--- config.mk ---
export PLATFORM = sky130hd
export DESIGN_NAME = tlb_ctrl_flat
export DESIGN_NICKNAME = d
export VERILOG_FILES = /design/src/rtl/tlb_ctrl_if.sv /design/src/rtl/tlb_ctrl.sv /design/src/flat_wrapper.sv
export SDC_FILE = /design/constraint.sdc
export NUM_CORES = 1
export LEC_CHECK = 0
export BUFFER_PORTS_ARGS = -buffer_cell sky130_fd_sc_hd__buf_4
export CAP_MARGIN = 40
export CORE_ASPECT_RATIO = 0.5
export CORE_UTILIZATION = 43
export CTS_CLUSTER_DIAMETER = 40
export DETAILED_ROUTE_END_ITERATION = 7
export PLACE_DENSITY = 0.84
export RECOVER_POWER = 25
export SYNTH_ARGS = -nofsm -noshare
export SYNTH_HDL_FRONTEND = slang
export SYNTH_SLANG_ARGS = --single-unit
--- constraint.sdc ---
create_clock -name clk -period 4 [get_ports clk]
set_input_delay 0.6 -clock clk [delete_from_list [all_inputs] [get_ports clk]]
set_output_delay 0.6 -clock clk [all_outputs]
set_load 0.02 [all_outputs]
--- src/rtl/tlb_ctrl_if.sv ---
// Bundle of requester, CP0-write and TLB-array signals around tlb_ctrl.
// slave is the controller's view; master is the view of everything around it.
interface tlb_ctrl_if;
  logic        if_req;
  logic [31:0] if_vaddr;
  logic        if_ack;
  logic [31:0] if_paddr;
  logic        if_miss;
  logic        mem_req;
  logic [31:0] mem_vaddr;
  logic        mem_ack;
  logic [31:0] mem_paddr;
  logic        mem_miss;
  logic        tlbw_req;
  logic        tlbw_random;
  logic        tlbw_ack;
  logic [31:0] tlb_addr_o;
  logic [31:0] tlb_inst_o;
  logic        tlb_hit_i;
  logic [31:0] tlb_paddr_i;
  logic [3:0]  wired_i;
  logic [3:0]  random_o;
  logic [31:0] badvaddr_o;

  modport slave (
    input  if_req, if_vaddr, mem_req, mem_vaddr, tlbw_req, tlbw_random,
           tlb_hit_i, tlb_paddr_i, wired_i,
    output if_ack, if_paddr, if_miss, mem_ack, mem_paddr, mem_miss, tlbw_ack,
           tlb_addr_o, tlb_inst_o, random_o, badvaddr_o
  );

  modport master (
    output if_req, if_vaddr, mem_req, mem_vaddr, tlbw_req, tlbw_random,
           tlb_hit_i, tlb_paddr_i, wired_i,
    input  if_ack, if_paddr, if_miss, mem_ack, mem_paddr, mem_miss, tlbw_ack,
           tlb_addr_o, tlb_inst_o, random_o, badvaddr_o
  );
endinterface

--- src/rtl/tlb_ctrl.sv ---
// TLB access controller: arbitrates fetch/memory lookups and CP0 TLB writes,
// applies kseg0/kseg1 bypass and maintains the CP0 Random index.
module tlb_ctrl #(
  parameter int NUM_ENTRIES = 16,
  parameter bit KSEG_BYPASS = 1'b1
) (
  input logic       clk,
  input logic       rst,
  tlb_ctrl_if.slave bus
);
  localparam logic [3:0] RAND_TOP = 4'(NUM_ENTRIES - 1);
  localparam logic [31:0] INST_TLBWI = 32'h42000002;
  localparam logic [31:0] INST_TLBWR = 32'h42000006;

  typedef enum logic [2:0] {IDLE, LOOKUP, RESP, WRITE, WACK} state_t;

  state_t      state_reg, state_next;
  logic [31:0] vaddr_reg, vaddr_next;
  logic        gnt_mem_reg, gnt_mem_next;
  logic        rr_mem_reg, rr_mem_next;
  logic        wr_random_reg, wr_random_next;
  logic [3:0]  random_reg, random_next;
  logic        hit_reg;
  logic [31:0] if_paddr_reg, mem_paddr_reg, badvaddr_reg;
  logic        pick_mem;
  logic        bypass;
  logic        lookup_hit;
  logic [31:0] lookup_paddr;

  // kseg0/kseg1 are unmapped: strip the segment bits instead of asking the TLB
  assign bypass       = KSEG_BYPASS && (vaddr_reg[31:30] == 2'b10);
  assign lookup_hit   = bypass || bus.tlb_hit_i;
  assign lookup_paddr = bypass ? {3'b000, vaddr_reg[28:0]} : bus.tlb_paddr_i;

  always_comb begin
    state_next     = state_reg;
    vaddr_next     = vaddr_reg;
    gnt_mem_next   = gnt_mem_reg;
    rr_mem_next    = rr_mem_reg;
    wr_random_next = wr_random_reg;
    pick_mem       = 1'b0;
    case (state_reg)
      IDLE: begin
        if (bus.tlbw_req) begin
          wr_random_next = bus.tlbw_random;
          state_next     = WRITE;
        end else if (bus.if_req || bus.mem_req) begin
          // on a tie the requester not granted last time wins
          pick_mem     = bus.mem_req && (!bus.if_req || !rr_mem_reg);
          gnt_mem_next = pick_mem;
          rr_mem_next  = pick_mem;
          vaddr_next   = pick_mem ? bus.mem_vaddr : bus.if_vaddr;
          state_next   = LOOKUP;
        end
      end
      LOOKUP:  state_next = RESP;
      RESP:    state_next = IDLE;
      WRITE:   state_next = WACK;
      WACK:    state_next = IDLE;
      default: state_next = IDLE;
    endcase
  end

  // Random freezes while TLBWR is using it so the written index is stable
  always_comb begin
    random_next = random_reg;
    if (!(state_reg == WRITE && wr_random_reg)) begin
      if (bus.wired_i == RAND_TOP || random_reg <= bus.wired_i)
        random_next = RAND_TOP;
      else
        random_next = random_reg - 4'd1;
    end
  end

  always_ff @(posedge clk or posedge rst) begin
    if (rst) begin
      state_reg     <= IDLE;
      vaddr_reg     <= '0;
      gnt_mem_reg   <= 1'b0;
      rr_mem_reg    <= 1'b0;
      wr_random_reg <= 1'b0;
      random_reg    <= RAND_TOP;
      hit_reg       <= 1'b0;
      if_paddr_reg  <= '0;
      mem_paddr_reg <= '0;
      badvaddr_reg  <= '0;
    end else begin
      state_reg     <= state_next;
      vaddr_reg     <= vaddr_next;
      gnt_mem_reg   <= gnt_mem_next;
      rr_mem_reg    <= rr_mem_next;
      wr_random_reg <= wr_random_next;
      random_reg    <= random_next;
      if (state_reg == LOOKUP) begin
        hit_reg <= lookup_hit;
        if (gnt_mem_reg) mem_paddr_reg <= lookup_paddr;
        else             if_paddr_reg  <= lookup_paddr;
        if (!lookup_hit) badvaddr_reg <= vaddr_reg;
      end
    end
  end

  assign bus.if_ack     = (state_reg == RESP) && !gnt_mem_reg;
  assign bus.mem_ack    = (state_reg == RESP) && gnt_mem_reg;
  assign bus.if_miss    = bus.if_ack && !hit_reg;
  assign bus.mem_miss   = bus.mem_ack && !hit_reg;
  assign bus.if_paddr   = if_paddr_reg;
  assign bus.mem_paddr  = mem_paddr_reg;
  assign bus.tlbw_ack   = (state_reg == WACK);
  assign bus.tlb_inst_o = (state_reg == WRITE) ? (wr_random_reg ? INST_TLBWR : INST_TLBWI) : 32'h0;
  assign bus.tlb_addr_o = (state_reg == LOOKUP && !bypass) ? vaddr_reg : 32'h0;
  assign bus.random_o   = random_reg;
  assign bus.badvaddr_o = badvaddr_reg;
endmodule

--- src/flat_wrapper.sv ---
// flat-port wrapper written by rule: the top's interface ports become plain ports
module tlb_ctrl_flat 
#(
  parameter int NUM_ENTRIES = 16,
  parameter bit KSEG_BYPASS = 1'b1
)
  (clk, rst, bus_if_req, bus_if_vaddr, bus_mem_req, bus_mem_vaddr, bus_tlbw_req, bus_tlbw_random, bus_tlb_hit_i, bus_tlb_paddr_i, bus_wired_i, bus_if_ack, bus_if_paddr, bus_if_miss, bus_mem_ack, bus_mem_paddr, bus_mem_miss, bus_tlbw_ack, bus_tlb_addr_o, bus_tlb_inst_o, bus_random_o, bus_badvaddr_o);
  tlb_ctrl_if bus_i ();
  input logic clk;
  input logic rst;
  input wire logic [$bits(bus_i.if_req)-1:0] bus_if_req;
  input wire logic [$bits(bus_i.if_vaddr)-1:0] bus_if_vaddr;
  input wire logic [$bits(bus_i.mem_req)-1:0] bus_mem_req;
  input wire logic [$bits(bus_i.mem_vaddr)-1:0] bus_mem_vaddr;
  input wire logic [$bits(bus_i.tlbw_req)-1:0] bus_tlbw_req;
  input wire logic [$bits(bus_i.tlbw_random)-1:0] bus_tlbw_random;
  input wire logic [$bits(bus_i.tlb_hit_i)-1:0] bus_tlb_hit_i;
  input wire logic [$bits(bus_i.tlb_paddr_i)-1:0] bus_tlb_paddr_i;
  input wire logic [$bits(bus_i.wired_i)-1:0] bus_wired_i;
  output wire logic [$bits(bus_i.if_ack)-1:0] bus_if_ack;
  output wire logic [$bits(bus_i.if_paddr)-1:0] bus_if_paddr;
  output wire logic [$bits(bus_i.if_miss)-1:0] bus_if_miss;
  output wire logic [$bits(bus_i.mem_ack)-1:0] bus_mem_ack;
  output wire logic [$bits(bus_i.mem_paddr)-1:0] bus_mem_paddr;
  output wire logic [$bits(bus_i.mem_miss)-1:0] bus_mem_miss;
  output wire logic [$bits(bus_i.tlbw_ack)-1:0] bus_tlbw_ack;
  output wire logic [$bits(bus_i.tlb_addr_o)-1:0] bus_tlb_addr_o;
  output wire logic [$bits(bus_i.tlb_inst_o)-1:0] bus_tlb_inst_o;
  output wire logic [$bits(bus_i.random_o)-1:0] bus_random_o;
  output wire logic [$bits(bus_i.badvaddr_o)-1:0] bus_badvaddr_o;
  assign bus_i.if_req = bus_if_req;
  assign bus_i.if_vaddr = bus_if_vaddr;
  assign bus_i.mem_req = bus_mem_req;
  assign bus_i.mem_vaddr = bus_mem_vaddr;
  assign bus_i.tlbw_req = bus_tlbw_req;
  assign bus_i.tlbw_random = bus_tlbw_random;
  assign bus_i.tlb_hit_i = bus_tlb_hit_i;
  assign bus_i.tlb_paddr_i = bus_tlb_paddr_i;
  assign bus_i.wired_i = bus_wired_i;
  assign bus_if_ack = bus_i.if_ack;
  assign bus_if_paddr = bus_i.if_paddr;
  assign bus_if_miss = bus_i.if_miss;
  assign bus_mem_ack = bus_i.mem_ack;
  assign bus_mem_paddr = bus_i.mem_paddr;
  assign bus_mem_miss = bus_i.mem_miss;
  assign bus_tlbw_ack = bus_i.tlbw_ack;
  assign bus_tlb_addr_o = bus_i.tlb_addr_o;
  assign bus_tlb_inst_o = bus_i.tlb_inst_o;
  assign bus_random_o = bus_i.random_o;
  assign bus_badvaddr_o = bus_i.badvaddr_o;
  tlb_ctrl #(.NUM_ENTRIES(NUM_ENTRIES), .KSEG_BYPASS(KSEG_BYPASS)) u_core (.clk(clk), .rst(rst), .bus(bus_i));
endmodule
==> run metrics, run 1 <==
Filler cells=1133; global-route wire length before repair=26870 microns; CP endpoint kind=primary output; Rel. slew slack=-0.008662; clock slew at reported path FFs=0.06 ns; post-route ant nets=0; vias in the first global route=5212; #FFs+latches synth=138; CTS Buffer Depth=2; Initial Util=0.4535; worst vdd ir=423.0 uV; Comb power frac=0.462; setup tns final=0 ns; Die W=173.4 microns; achievable frequency=358.5 MHz; Post-Route WL=17110 microns; Pwr per Cell Area=888.6 mW/mm^2; number of distinct library cells after synthesis=37; crit path time final=2.789 ns; Worst Setup Path Type=flop to primary output; sw power=3.193 mW; FFs w/ async S/R, synth=1.000; Initial DRT Pass Iterations=8; CP Data Required Time=3.40 ns; final-stage net count=933; synth warn=0; Num CTS Buffers=17; Hold Crit Class=input port to flop; switching part of the total=0.4090; share of cells above drive strength 1=0.3613; Antenna Cells=0; max-cap violation count=1; initial antenna violation count=0; cells after synthesis=590; post-synthesis instance area=0.006315 sq mm; die area=0.01520 sq mm; Residual DRC=0; # IOs=276; total number of vias=5099; vias per cell=4.975; routed len/inst=16.69 microns; CTS H-Tree Depth=4; final period utilization=0.6973; Seq pwr share=0.338; Int Power=4.614 mW; # clock sinks=138; critical path arrival=2.19 ns; status=finished, violations left; CORE AREA=0.01393 sq mm; DP HPWL=12620 microns; PortBufs=247; Final Max Tran Viols=62; Placer Congestion=0.8224; drt initial violations=298; Setup crit start kind=flop; worst slack, placed=1.551 ns; Tightest Pin Transition=1.513 ns; all-layer global routing usage=0.2286; unrepaired setup endpoints after global routing=false; largest net degree at the start of global routing=62; clock root cell=clkbuf_16; row count=30; Hold Buf Count CTS=0; crit-path max FO=39; die height=87.69 microns; CTS tree=done; post-CTS setup buffers=0; sequential area share after synthesis=0.5477; clk_lat worst skew=0.40 ns; clock share of power=0.200; Mapped Avg Cell Area=10.70 sq um; Area Growth Syn to Fin=39.13%; failing checks=capacitance limit, slew limit; Final Hold Fails=0; PnR worst setup slack=1.211 ns; setup violators final=0; Post-synth top flop=dfrtp_1; Remaining Overflow, GRT=0; Resize count post-CTS=0; Post-synth EDFFs=0; Final Skew=0.009743 ns; Worst R2R Setup Slack=1.54 ns; Leak Pwr=4.530 nW
==> power groups by stage <==
stage | sequential, mW | clock, mW | combinational [mW]
2_1_floorplan | 3.10 | 0 | 1.60
3_3_place_gp | 2.61 | 0 | 3.48
3_5_place_dp | 2.65 | 0 | 3.63
4_1_cts | 2.63 | 1.59 | 3.65
5_1_grt | 2.73 | 1.65 | 3.89
6_report | 2.64 | 1.56 | 3.61
==> final cells by class <==
cell class	instances	area, sq um	share of cell area
sequential	138	3458	0.3936
clock buffer	22	484.2	0.05511
inverter	11	42.54	0.004842
clock inverter	9	113.9	0.01296
multi-input combinational	397	2494	0.2838
timing repair buffer	256	1953	0.2223
tap	192	240.2	0.02734
==> Yosys cell counts (3+ instances only) <==
master	count	share of area
a21oi_1	36	0.029
inv_1	11	0.0065
mux2_1	28	0.050
nor2b_1	3	0.0030
clkbuf_1	19	0.011
nor2_1	37	0.022
a31oi_1	3	0.0030
buf_4	36	0.043
and3_1	31	0.031
buf_6	3	0.0053
mux2i_1	61	0.097
o21ai_0	67	0.053
ha_1	5	0.0099
dfstp_2	4	0.017
buf_2	13	0.010
mux2_2	3	0.0053
dfrtp_1	134	0.53
nand2_1	72	0.043
==> per-layer routing <==
layer  wire length [microns]  global-route usage
met1                    7057              0.2725
met2                    9121              0.4180
met3                     592             0.03819
met4                     339             0.09895
met5                       0                   0
==> layout by cell type, fill, tap and decap left out, types with 3 or more instances in the layout <==
cell,n
mux2i_1,61
nor2_1,37
a31oi_1,3
dfrtp_1,134
mux2_2,3
a21oi_1,36
ha_1,5
inv_1,10
clkinvlp_4,3
and3_1,30
o21ai_0,67
clkbuf_16,17
conb_1,28
clkbuf_8,4
buf_4,250
nor2b_1,3
dfstp_2,4
mux2_1,28
nand2_1,71
==> final timing paths <==
kind / startpoint / to / cells after the start
setup / recovery: u_core.vaddr_reg[30]$_DFFE_PP0P_ / bus_tlb_addr_o[7] / 4
hold / removal: bus_tlb_hit_i / u_core.bus.badvaddr_o[30]$_DFFE_PP0P_ / 2
setup reg to reg: u_core.state_reg[0]$_DFFE_PP0P_ / u_core.bus.badvaddr_o[27]$_DFFE_PP0P_ / 4
hold reg to reg: u_core.bus.mem_paddr[24]$_DFFE_PP0P_ / u_core.bus.mem_paddr[24]$_DFFE_PP0P_ / 2
max in group asynchronous: rst / u_core.bus.mem_paddr[25]$_DFFE_PP0P_ / 4
min in group asynchronous: rst / u_core.bus.if_paddr[5]$_DFFE_PP0P_ / 3
==> logic make-up (layout without fill, tap and decap cells) <==
| logic type | Yosys count | count (layout) | synth area share |
|---|---|---|---|
| AND/OR/NAND/NOR | 158 | 158 | 0.1183 |
| flip-flops | 138 | 138 | 0.5477 |
| AO/OA/AOI/OAI | 111 | 111 | 0.09114 |
| multiplexers | 92 | 92 | 0.1520 |
| buffers and inverters | 82 | 298 | 0.07628 |
| adder cells (fa/ha/maj) | 5 | 5 | 0.009907 |
| XOR/XNOR | 3 | 3 | 0.004162 |
| other | 1 | 28 | 0.0005938 |
==> critical path: stages, from the launching register on <==
cell,delay [ns]
dfrtp_1,0.37
nand2b_2,0.48
buf_4,0.53
and3_1,0.24
buf_4,0.15
==> metrics by stage <==
stage               cells  utilization  cell area (sq um)  power [mW]  hold slack, ns
floorplan             617            -               6420       4.702          0.4791
CTS                  1025       0.6332               8817       7.872          0.2404
finish               1025       0.6309               8786       7.807          0.4066
detailed placement    994       0.5902               8219       6.283          0.4720
global route         1025       0.6309               8786       8.279          0.4078
global placement      991       0.5843               8137       6.095          0.4641
No activity file was read; power rests on OpenSTA's default activity.
==> run 2, diff against run 1 <==
clock period = 2.25 ns   (was 4 ns; I/O delays follow)
==> run metrics, run 2 (synthesis gave the netlist of run 1 again) <==
status=complete, no violations; vias per cell=4.927; Final Skew=0.01256 ns; Final Max Tran Viols=0; crit-path max FO=19; total number of vias=5070; row count=30; most frequent CP cell=buf_4; setup violators final=0; max-cap violation count=0; Final Hold Fails=0; # clock sinks=138; final-stage net count=936; clock root cell=clkbuf_16; Resize count post-CTS=0; met2 global-route usage=0.4031; Rel. slew slack=0.5053; commonest cells after routing, fill and taps aside=buf_4, dfrtp_1, nand2_1; unrepaired setup endpoints after global routing=true; Hold Buf Count CTS=0; Initial DRT Pass Iterations=4; Initial Util=0.4535; WHS Path Cells=2; achievable frequency=461.5 MHz; post-CTS setup buffers=0; commonest non-fill, non-tap cell in the layout=buf_4; Pwr per Cell Area=1580 mW/mm^2; critical path arrival=1.83 ns; share of cells above drive strength 1=0.3656; Non-Filler Instances=1029; routing usage on met3=0.04644; Area Growth Syn to Fin=40.38%; crit path time final=2.167 ns; drt initial violations=245; CTS tree=done; clock slew at reported path FFs=0.06 ns; largest net degree at the start of global routing=139; Hold Crit Class=input port to flop; CP endpoint kind=primary output; Leak Pwr=4.563 nW; die height=87.69 microns; R2R depth=5; critical-path cell list=nor3b_4 > buf_4 > and3_1 > buf_4; die area=0.01520 sq mm; Residual DRC=0; Antenna Cells=0; global-route wire length before repair=26000 microns; CORE AREA=0.01393 sq mm; DP HPWL=12240 microns; GR Layer Usage met1=0.2659; post-route ant nets=0; # IOs=276; multi-input logic area=0.002494 sq mm; vias in the first global route=4940; Num CTS Buffers=17; CP max stage cell=dfrtp_1; Tightest Pin Transition=0.7421 ns; CTS Buffer Depth=2; initial antenna violation count=0; CP Data Required Time=1.91 ns; Placer Congestion=0.7916; PortBufs=247; Filler cells=1122; all-layer global routing usage=0.2238; placed cells=997; worst vdd ir=760.4 uV; Remaining Overflow, GRT=0; Setup crit start kind=flop; Die W=173.4 microns; Post-Route WL=16960 microns; CTS H-Tree Depth=4; final period utilization=0.9631; routed len/inst=16.48 microns; clk_lat worst skew=0.40 ns; most used routing layer=met2; FF+latch area=0.003460 sq mm; Crit path largest cell delay=0.49 ns; setup tns final=0 ns; Worst Setup Path Type=flop to primary output
run 2: cell count changes in the layout (fill, tap and decap cells not counted), moves of 2 or more:
cell      delta
clkbuf_2     -2
clkbuf_8     -2
buf_16       -2
buf_12       +6
clkinv_2     +2
run 2: path summary, 6_finish.rpt:
path	start	to	slack, ns
worst min register to register	u_core.bus.mem_paddr[22]$_DFFE_PP0P_	u_core.bus.mem_paddr[22]$_DFFE_PP0P_	0.48
worst max-delay path	u_core.state_reg[1]$_DFFE_PP0P_	bus_tlb_addr_o[3]	0.08
worst max register to register	u_core.state_reg[1]$_DFFE_PP0P_	u_core.vaddr_reg[9]$_DFFE_PP0P_	0.45
min in group asynchronous	rst	u_core.bus.mem_paddr[5]$_DFFE_PP0P_	0.17
worst min-delay path	bus_tlb_hit_i	u_core.bus.badvaddr_o[30]$_DFFE_PP0P_	0.12
max in group asynchronous	rst	u_core.state_reg[0]$_DFFE_PP0P_	1.52
run 2: area by class of cell:
class                   count  area share
clock buffers              21     0.05194
clock inverters            11     0.01637
inverters                  11    0.004799
multi-input cells         397      0.2813
flip-flops and latches    138      0.3903
well taps                 192     0.02710
repair buffers            259      0.2282
run 2: per-layer routing:
layer	routed length [microns]	up-vias
met5	0	-
met4	445	0
met3	587	26
met2	8951	147
met1	6976	2466
li1	-	2431
run 2: critical path, delay by kind of cell (launching register included):
| family | cells | cell delay [ns] |
|---|---|---|
| buf+inv | 2 | 0.42 |
| flops | 1 | 0.49 |
| simple gates | 2 | 0.52 |
run 2: power by group:
| part | internal [mW] | leakage [nW] | total [mW] | switching [mW] |
|---|---|---|---|---|
| combinational | 2.78 | 2.66 | 6.50 | 3.72 |
| clock | 1.80 | 0.289 | 2.84 | 1.04 |
| sequential | 3.75 | 1.61 | 4.66 | 0.916 |
| total | 8.33 | 4.56 | 14.0 | 5.68 |
run 2: stage by stage:
stage | total power, mW | util | hold WS, ns | cell area, sq um | setup slack (ns)
floorplan | 8.360 | - | 0.4266 | 6420 | 0.1494
global placement | 10.98 | 0.5929 | 0.4640 | 8257 | 0.5183
detailed placement | 11.22 | 0.5929 | 0.4714 | 8257 | 0.4636
CTS | 14.11 | 0.6364 | 0.1029 | 8862 | 0.05227
global route | 14.84 | 0.6366 | 0.1077 | 8865 | -0.01606
finish | 14.01 | 0.6366 | 0.1177 | 8865 | 0.08299
